## config.mk

```make
export PLATFORM = sky130hd
export DESIGN_NAME = pipe_stage_buf
export DESIGN_NICKNAME = d
export VERILOG_FILES = /design/src/rtl/pipe_pkg.sv /design/src/rtl/pipe_entry_reg.sv /design/src/rtl/pipe_stage_buf.sv
export SDC_FILE = /design/constraint.sdc
export NUM_CORES = 1
export LEC_CHECK = 0
export CAP_MARGIN = 20
export CORE_AREA = 4 4 171 173
export CTS_BUF_LIST = sky130_fd_sc_hd__clkbuf_16
export DETAILED_ROUTE_END_ITERATION = 10
export DIE_AREA = 0 0 175 177
export HOLD_SLACK_MARGIN = 0.1
export PLACE_DENSITY = 0.55
export SLEW_MARGIN = 5
export SYNTH_ARGS = -nofsm -noshare
export SYNTH_HDL_FRONTEND = slang
export SYNTH_SLANG_ARGS = --single-unit
```

## constraint.sdc

```tcl
create_clock -name clk -period 1.7 [get_ports clk]
set_input_delay 0.255 -clock clk [delete_from_list [all_inputs] [get_ports clk]]
set_output_delay 0.255 -clock clk [all_outputs]
set_load 0.02 [all_outputs]
```

## src/rtl/pipe_pkg.sv

```systemverilog
// Shared definitions for the inter-stage buffers.
//   pipe_state_t     : buffer fill state; the encoding equals the entry count.
//   EXMEM_*          : default widths of the EX/MEM stage bundle.
//   EFF_*            : bit positions inside the side-effect field.
package pipe_pkg;

    typedef enum logic [1:0] {
        EMPTY = 2'd0,
        ONE   = 2'd1,
        TWO   = 2'd2
    } pipe_state_t;

    localparam int EXMEM_DATA_W    = 96;
    localparam int EXMEM_EFF_W     = 5;

    localparam int EFF_BYTE_WE_LSB = 0;
    localparam int EFF_REG_WE      = 4;

endpackage

```

## src/rtl/pipe_entry_reg.sv

```systemverilog
// One buffered pipeline entry: {data, eff, killed}.
//   clk      : clock
//   clr      : synchronous clear, wins over load
//   load     : capture d_* on the next edge
//   d_*      : entry to capture
//   q_*      : held entry
module pipe_entry_reg #(
    parameter int DATA_W = 96,
    parameter int EFF_W  = 5
) (
    input  logic              clk,
    input  logic              clr,
    input  logic              load,
    input  logic [DATA_W-1:0] d_data,
    input  logic [EFF_W-1:0]  d_eff,
    input  logic              d_killed,
    output logic [DATA_W-1:0] q_data,
    output logic [EFF_W-1:0]  q_eff,
    output logic              q_killed
);

    always_ff @(posedge clk) begin
        if (clr) begin
            q_data   <= '0;
            q_eff    <= '0;
            q_killed <= 1'b0;
        end else if (load) begin
            q_data   <= d_data;
            q_eff    <= d_eff;
            q_killed <= d_killed;
        end
    end

endmodule

```

## src/rtl/pipe_stage_buf.sv

```systemverilog
// Pipeline-stage register with valid/ready handshake and optional skid entry.
//
//   state | meaning
//   ------+-------------------------------------------------
//   EMPTY | nothing held, out_valid=0
//   ONE   | head held in main
//   TWO   | head in main, next entry in skid, in_ready=0
//
// Ports:
//   clk, reset                 : clock, synchronous active-high reset
//   in_valid/in_ready          : upstream handshake
//   in_kill                    : annul incoming entry (eff cleared or dropped)
//   in_data/in_eff             : incoming payload / side-effect enables
//   flush                      : discard all held entries
//   out_valid/out_ready        : downstream handshake
//   out_data/out_eff/out_killed: head entry
//   occupancy                  : entries held
module pipe_stage_buf
    import pipe_pkg::*;
#(
    parameter int DATA_W    = EXMEM_DATA_W,
    parameter int EFF_W     = EXMEM_EFF_W,
    parameter int SKID      = 1,
    parameter int KILL_DROP = 0
) (
    input  logic              clk,
    input  logic              reset,
    input  logic              in_valid,
    output logic              in_ready,
    input  logic              in_kill,
    input  logic [DATA_W-1:0] in_data,
    input  logic [EFF_W-1:0]  in_eff,
    input  logic              flush,
    output logic              out_valid,
    input  logic              out_ready,
    output logic [DATA_W-1:0] out_data,
    output logic [EFF_W-1:0]  out_eff,
    output logic              out_killed,
    output logic [1:0]        occupancy
);

    localparam bit          DROP    = (KILL_DROP != 0);
    localparam logic [1:0]  MAX_OCC = (SKID != 0) ? 2'd2 : 2'd1;

    pipe_state_t state, state_nxt;
    logic        in_ready_q;
    logic        accept, pop, store;
    logic        main_load, main_from_skid, main_drain;
    logic        skid_load, skid_drain;

    logic [EFF_W-1:0]  in_eff_masked;
    logic [DATA_W-1:0] main_d_data;
    logic [EFF_W-1:0]  main_d_eff;
    logic              main_d_killed;
    logic [DATA_W-1:0] skid_data;
    logic [EFF_W-1:0]  skid_eff;
    logic              skid_killed;

    assign accept        = in_valid & in_ready;
    assign pop           = out_valid & out_ready;
    // With KILL_DROP a killed entry completes the handshake but is never stored.
    assign store         = accept & ~(DROP & in_kill);
    assign in_eff_masked = in_eff & {EFF_W{~in_kill}};

    // in_ready_q is primed to 1 by reset; gating with reset keeps it low while
    // reset is held yet lets it rise in the first cycle after.
    generate
        if (SKID != 0) begin : g_skid_ready
            assign in_ready = in_ready_q & ~reset;
        end else begin : g_flat_ready
            assign in_ready = (~out_valid | out_ready) & ~reset;
        end
    endgenerate

    always_ff @(posedge clk) begin
        if (reset) begin
            state      <= EMPTY;
            in_ready_q <= 1'b1;
        end else begin
            state      <= state_nxt;
            in_ready_q <= (state_nxt != TWO);
        end
    end

    // With SKID=0, ONE & store & ~pop cannot occur (in_ready needs a pop),
    // so the same transition table serves both configurations.
    always_comb begin
        state_nxt      = state;
        main_load      = 1'b0;
        main_from_skid = 1'b0;
        main_drain     = 1'b0;
        skid_load      = 1'b0;
        skid_drain     = 1'b0;
        case (state)
            EMPTY: begin
                if (store) begin
                    state_nxt = ONE;
                    main_load = 1'b1;
                end
            end
            ONE: begin
                if (store && !pop) begin
                    state_nxt = TWO;
                    skid_load = 1'b1;
                end else if (store && pop) begin
                    main_load = 1'b1;
                end else if (pop) begin
                    state_nxt  = EMPTY;
                    main_drain = 1'b1;
                end
            end
            TWO: begin
                if (pop) begin
                    state_nxt      = ONE;
                    main_load      = 1'b1;
                    main_from_skid = 1'b1;
                    skid_drain     = 1'b1;
                end
            end
            default: state_nxt = EMPTY;
        endcase
        if (flush) state_nxt = EMPTY;
    end

    assign main_d_data   = main_from_skid ? skid_data   : in_data;
    assign main_d_eff    = main_from_skid ? skid_eff    : in_eff_masked;
    assign main_d_killed = main_from_skid ? skid_killed : in_kill;

    // Clearing main on drain keeps out_eff at zero whenever out_valid is low.
    pipe_entry_reg #(.DATA_W(DATA_W), .EFF_W(EFF_W)) u_main (
        .clk      (clk),
        .clr      (reset | flush | main_drain),
        .load     (main_load),
        .d_data   (main_d_data),
        .d_eff    (main_d_eff),
        .d_killed (main_d_killed),
        .q_data   (out_data),
        .q_eff    (out_eff),
        .q_killed (out_killed)
    );

    pipe_entry_reg #(.DATA_W(DATA_W), .EFF_W(EFF_W)) u_skid (
        .clk      (clk),
        .clr      (reset | flush | skid_drain),
        .load     (skid_load),
        .d_data   (in_data),
        .d_eff    (in_eff_masked),
        .d_killed (in_kill),
        .q_data   (skid_data),
        .q_eff    (skid_eff),
        .q_killed (skid_killed)
    );

    assign out_valid = (state != EMPTY);
    assign occupancy = state;

    a_occ_max: assert property (@(posedge clk) disable iff (reset)
        occupancy <= MAX_OCC);
    a_eff_live: assert property (@(posedge clk) disable iff (reset)
        (out_eff != '0) |-> (out_valid && !out_killed));

endmodule

```

# Word-level counts from Yosys, hierarchy flattened
# Index checks and enable logic that the tools add are counted.
# totals
ff_bits	207
inputBits	107
# classes
n_eq_ne	3
mux	21
bitwise_logic	9
n_reduce_logical	5
# op_table
operator	count
$mux 96	1
$mux 2	6
$mux 1	11
$pmux 2 s3	1
$and 5x5->5	1
$mux 5	1
$and 1x1->1	3
$or 1x1->1	3
$pmux 1 s3	1
$eq 2x1->1 const B	1
$eq 2x2->1 const B	1
$logic_and 1x1->1	2
$logic_not 2->1	1
$ne 2x2->1 const B	1
$not 1->1	2
$reduce_bool 2->1	1
$logic_not 1->1	1

# Longest topological paths before layout
# logic_depth
word_depth	9
depth_mapped	7

# Cells and area by module
# A second synthesis with hierarchy kept.
# unflattened
cells_unflattened	800
hier_area_um2	9146.3
# by_module_without_submodules
module	instances	cells_per_inst	area_each_um2	seq_area_each_um2
pipe_entry_reg	2	329	3699.8	2042.0
pipe_stage_buf	1	142	1746.7	60.1

# Least setup slack after synthesis
# OpenSTA, ideal clock, no wires.
# synth_timing
path_kind	register to register
from	register state[1] (netlist: occupancy[1])
to	register u_skid.q_data[15]
arrival_time_ps	1452
required_ps	1568
setup_slack_ps	116
stages_incl_launch_ff	6
n_path_buf	2
cell_sequence	dfxtp_1 > nand3b_1 > nand2_1 > clkbuf_1 > clkbuf_1 > a21oi_1
# synth_between
elab_chain_cells	6
# synth_rtl
item	line_no	text
start: declaration	pipe_stage_buf.sv:45	pipe_state_t state, state_nxt;
start signal: assignment	pipe_stage_buf.sv:80	state <= state_nxt;
$reduce_bool 2->1	pipe_stage_buf.sv:154	assign out_valid = (state != EMPTY);
$and 1x1->1	pipe_stage_buf.sv:60	assign pop = out_valid & out_ready;
$logic_not 1->1	pipe_stage_buf.sv:102	if (store && !pop) begin
$logic_and 1x1->1	pipe_stage_buf.sv:102	
$mux 1	pipe_stage_buf.sv:102	
$mux 1	pipe_stage_buf.sv:94	case (state)
end signal: assignment	pipe_entry_reg.sv:28	q_data <= d_data;
end: declaration	pipe_entry_reg.sv:17	output logic [DATA_W-1:0] q_data,
# Several ways; a longest one is shown, not always the timed one.
# A chain may end at the register's enable or synchronous reset.

# Worst setup path after layout
# layout_timing
from	register state[1] (netlist: occupancy[1])
to	register in_ready_q
# layout_between
elab_chain_cells	8
# layout_rtl
item	line_no	text
$reduce_bool 2->1	pipe_stage_buf.sv:154	
$and 1x1->1	pipe_stage_buf.sv:60	
$mux 2, or another cell as far along	pipe_stage_buf.sv:107	end else if (pop) begin
$mux 2 or $logic_and 1x1->1 (tied branches)	pipe_stage_buf.sv:105, pipe_stage_buf.sv:102	
$mux 2	pipe_stage_buf.sv:102	
$pmux 2 s3 *	pipe_stage_buf.sv:94	
$mux 2 *	pipe_stage_buf.sv:122	if (flush) state_nxt = EMPTY;
$ne 2x2->1 *	pipe_stage_buf.sv:81	in_ready_q <= (state_nxt != TWO);
end signal: assignment	pipe_stage_buf.sv:81	
end: declaration	pipe_stage_buf.sv:46	logic in_ready_q;
# Mark *: on every way between the ends. The rest lies on a longest branch, timed or not.

==> flow_summary.json <==
{
  "worstPathRequired_ns": 2.10,
  "power.leakage_nw": 4.945,
  "tightest_slew_ns": 0.3308,
  "vdd_ir_drop_max_mv": 0.6081,
  "path_clk_slew_ns": 0.06,
  "yosysTopAreaCellShare_pct": 47.33,
  "reg2reg_slack_ns": 0.0009,
  "clk_latency_ns": 0.51,
  "yosysMostFrequentCell": "dfxtp_1",
  "cts_tree": "yes",
  "synth_area_sq_um": 8755,
  "synth_top_area_cell": "dfxtp_1",
  "ioPinCount": 213,
  "fp-row-count": 61,
  "drc": 0,
  "finalCriticalPeriod_ns": 1.699,
  "hold_viol_final": 0,
  "hp-start": "in_data[75]",
  "yosysWarnings": 0,
  "areaGrowthSynthToFinish_pct": 47.71,
  "synth_common_cells": "dfxtp_1 (207), nand3_1 (204), o21ai_0 (185)",
  "status": "complete, no violations",
  "ys_seq_area_share_pct": 47.33,
  "io_buffers": 212,
  "synth_edf_count": 0,
  "syn_area_per_cell_sq_um": 8.099,
  "grt_max_degree": 60,
  "antenna_left": 0,
  "gp_congestion": 0.7669,
  "relSlewSlack_pct": 77.88,
  "end_kind": "register",
  "hold-path-endpoint": "u_skid.q_data[75]",
  "start_kind": "register",
  "slew_violations": 0,
  "ys_ff_latch": 207,
  "final_cells": 1674,
  "synthTopCellsByArea": "dfxtp_1 (47%), nand3_1 (12%), o21ai_0 (11%)",
  "drt_iter0_markers": 700,
  "syn_nets": 1188,
  "clock-sinks": 207,
  "hold_depth": 3,
  "dpl.hpwl_mm": 18.52,
  "hp-class": "in2reg",
  "r2r_cells": 5,
  "grt_overflow": 0,
  "grt_pass1_vias": 8619,
  "synth_flop_cell": "dfxtp_1",
  "finClkSkew_ns": 0.01388,
  "setup_viol": 0,
  "firstDrtPassIters": 4,
  "die_height_um": 177,
  "clockBufferDepth": 3,
  "rsz0062_at_grt": "yes",
  "root_buffer": "clkbuf_16",
  "drive_above_1_share_pct": 12.50,
  "h-tree-depth": 1,
  "antennaDiodeCount": 0,
  "drv_cap": 0,
  "rr_startpoint": "occupancy[1]",
  "fin_crit_sh_pct": 99.95,
  "critical_path_class": "reg2reg",
  "placed_cells": 1626,
  "synthArstFlopShare_pct": 0,
  "final_util_pct": 46.80,
  "core_sq_um": 27630,
  "r2r_end": "in_ready_q",
  "start_util_pct": 31.69,
  "die_w_um": 175,
  "grt_first_pass_wirelength_mm": 46.55,
  "viasPerCell": 5.397,
  "drt_wl_total_mm": 29.51,
  "synth_cell_type_count": 28,
  "synthCells": 1081,
  "num_vias": 9035,
  "cts_hold_buf": 0,
  "p_per_area_nw_per_um2": 864.9,
  "fmax_mhz": 588.6,
  "cp_max_fo": 6,
  "nets": 1386,
  "cts_buffers": 25,
  "grt_antenna_before_repair": 0,
  "post_drt_wl_per_cell_um": 17.63,
  "grtUsageTotal_pct": 17.98,
  "arrival_ns": 2.10,
  "dieArea_sq_um": 30980
}
==> power breakdown <==
part / switching (W) / total, W / internal, W
clock: 0.00204 / 0.00500 / 0.00295
sequential: 0.0000328 / 0.00495 / 0.00491
combinational: 0.000640 / 0.00124 / 0.000604
==> state kept, by name (all words and copies together), names as in the netlist <==
register and cells:
in_ready_q 1, occupancy 2, u_main.q_data 96, u_main.q_eff 5, u_main.q_killed 1, u_skid.q_data 96, u_skid.q_eff 5, u_skid.q_killed 1
==> per-layer routing <==
layer / part of all wire, % / vias up / global-route usage [%] / wire (um)
met1: 46 / 4326 / 25.07 / 13480
met4: 1.6 / 0 / 3.470 / 478
met5: 0 / - / 0 / 0
li1: - / 4400 / - / -
met2: 47 / 274 / 29.39 / 13900
met3: 5.6 / 35 / 3.397 / 1646
==> kinds of logic after synthesis <==
| logic type | Yosys count | share of synthesized area [%] |
|---|---|---|
| AO/OA/AOI/OAI | 413 | 28.20 |
| flip-flops | 207 | 47.33 |
| buffers and inverters | 135 | 6.974 |
| AND/OR/NAND/NOR | 326 | 17.49 |
==> cells in the final DEF (no fill, tap or decap), types with 4 or more instances in the layout <==
cell type | Yosys | routed
o21ai_0 | 185 | 185
a311oi_1 | 102 | 78
dfxtp_1 | 207 | 205
a311oi_2 | 0 | 24
inv_1 | 0 | 11
clkbuf_16 | 0 | 25
nand3_1 | 204 | 204
clkdlybuf4s50_1 | 0 | 106
nor2b_1 | 7 | 7
dlygate4sd2_1 | 0 | 104
o21ai_1 | 19 | 19
nor2_1 | 103 | 103
buf_12 | 0 | 40
a21oi_1 | 102 | 102
buf_4 | 10 | 47
buf_16 | 0 | 4
==> worst max-delay path, stage by stage, from the launching register on <==
cell and delay (ns):
dfxtp_2 0.36, nor4bb_4 0.27, buf_4 0.18, bufbuf_16 0.28, nand2_1 0.08, a2111o_1 0.41
==> final cells by class <==
class                   instances  area [sq um]
clock inverters                19         136.4
well taps                     378         473.0
repair buffers                306          3328
fillers                      2748         14700
clock buffers                  25         625.6
flip-flops and latches        207          4146
multi-input cells             739          4222
==> per-stage QoR <==
stage                     area [sq um]  hold WS (ns)   TNS, ns  setup slack [ns]  total power, W
after detailed placement         12020        0.4671    -48.37           -0.3650        0.006270
after global placement           12020        0.4609    -45.12           -0.3110        0.006275
final                            12930        0.3315         0         0.0009168         0.01118
after global routing             12930        0.3333    -1.169          -0.06277         0.01161
after floorplan                   8755        0.3381         0            0.1161        0.005514
after CTS                        12770        0.3049  -0.06854          -0.06265         0.01133
==> worst max-delay path by stage <==
stage                              to         start  slack [ns]  depth (start not counted)
finish                     in_ready_q  occupancy[1]      0.0009                          5
global route               in_ready_q  occupancy[1]       -0.06                          5
CTS                         out_valid  occupancy[0]       -0.06                          3
detailed placement  u_main.q_data[54]      in_valid       -0.37                          6
global placement    u_main.q_data[61]         reset       -0.31                          7
floorplan           u_skid.q_data[15]  occupancy[1]        0.12                          5
==> timing repair <==
item                                   4_1_cts  5_1_grt
pin swaps                                    6       28
cloned                                       3        0
endpoints found under the hold margin        0        0
setup endpoints to repair                  110       64
gates resized for setup                    117       30
buffers inserted                             1        0
Note: power is estimated with default switching activity, not from simulation.
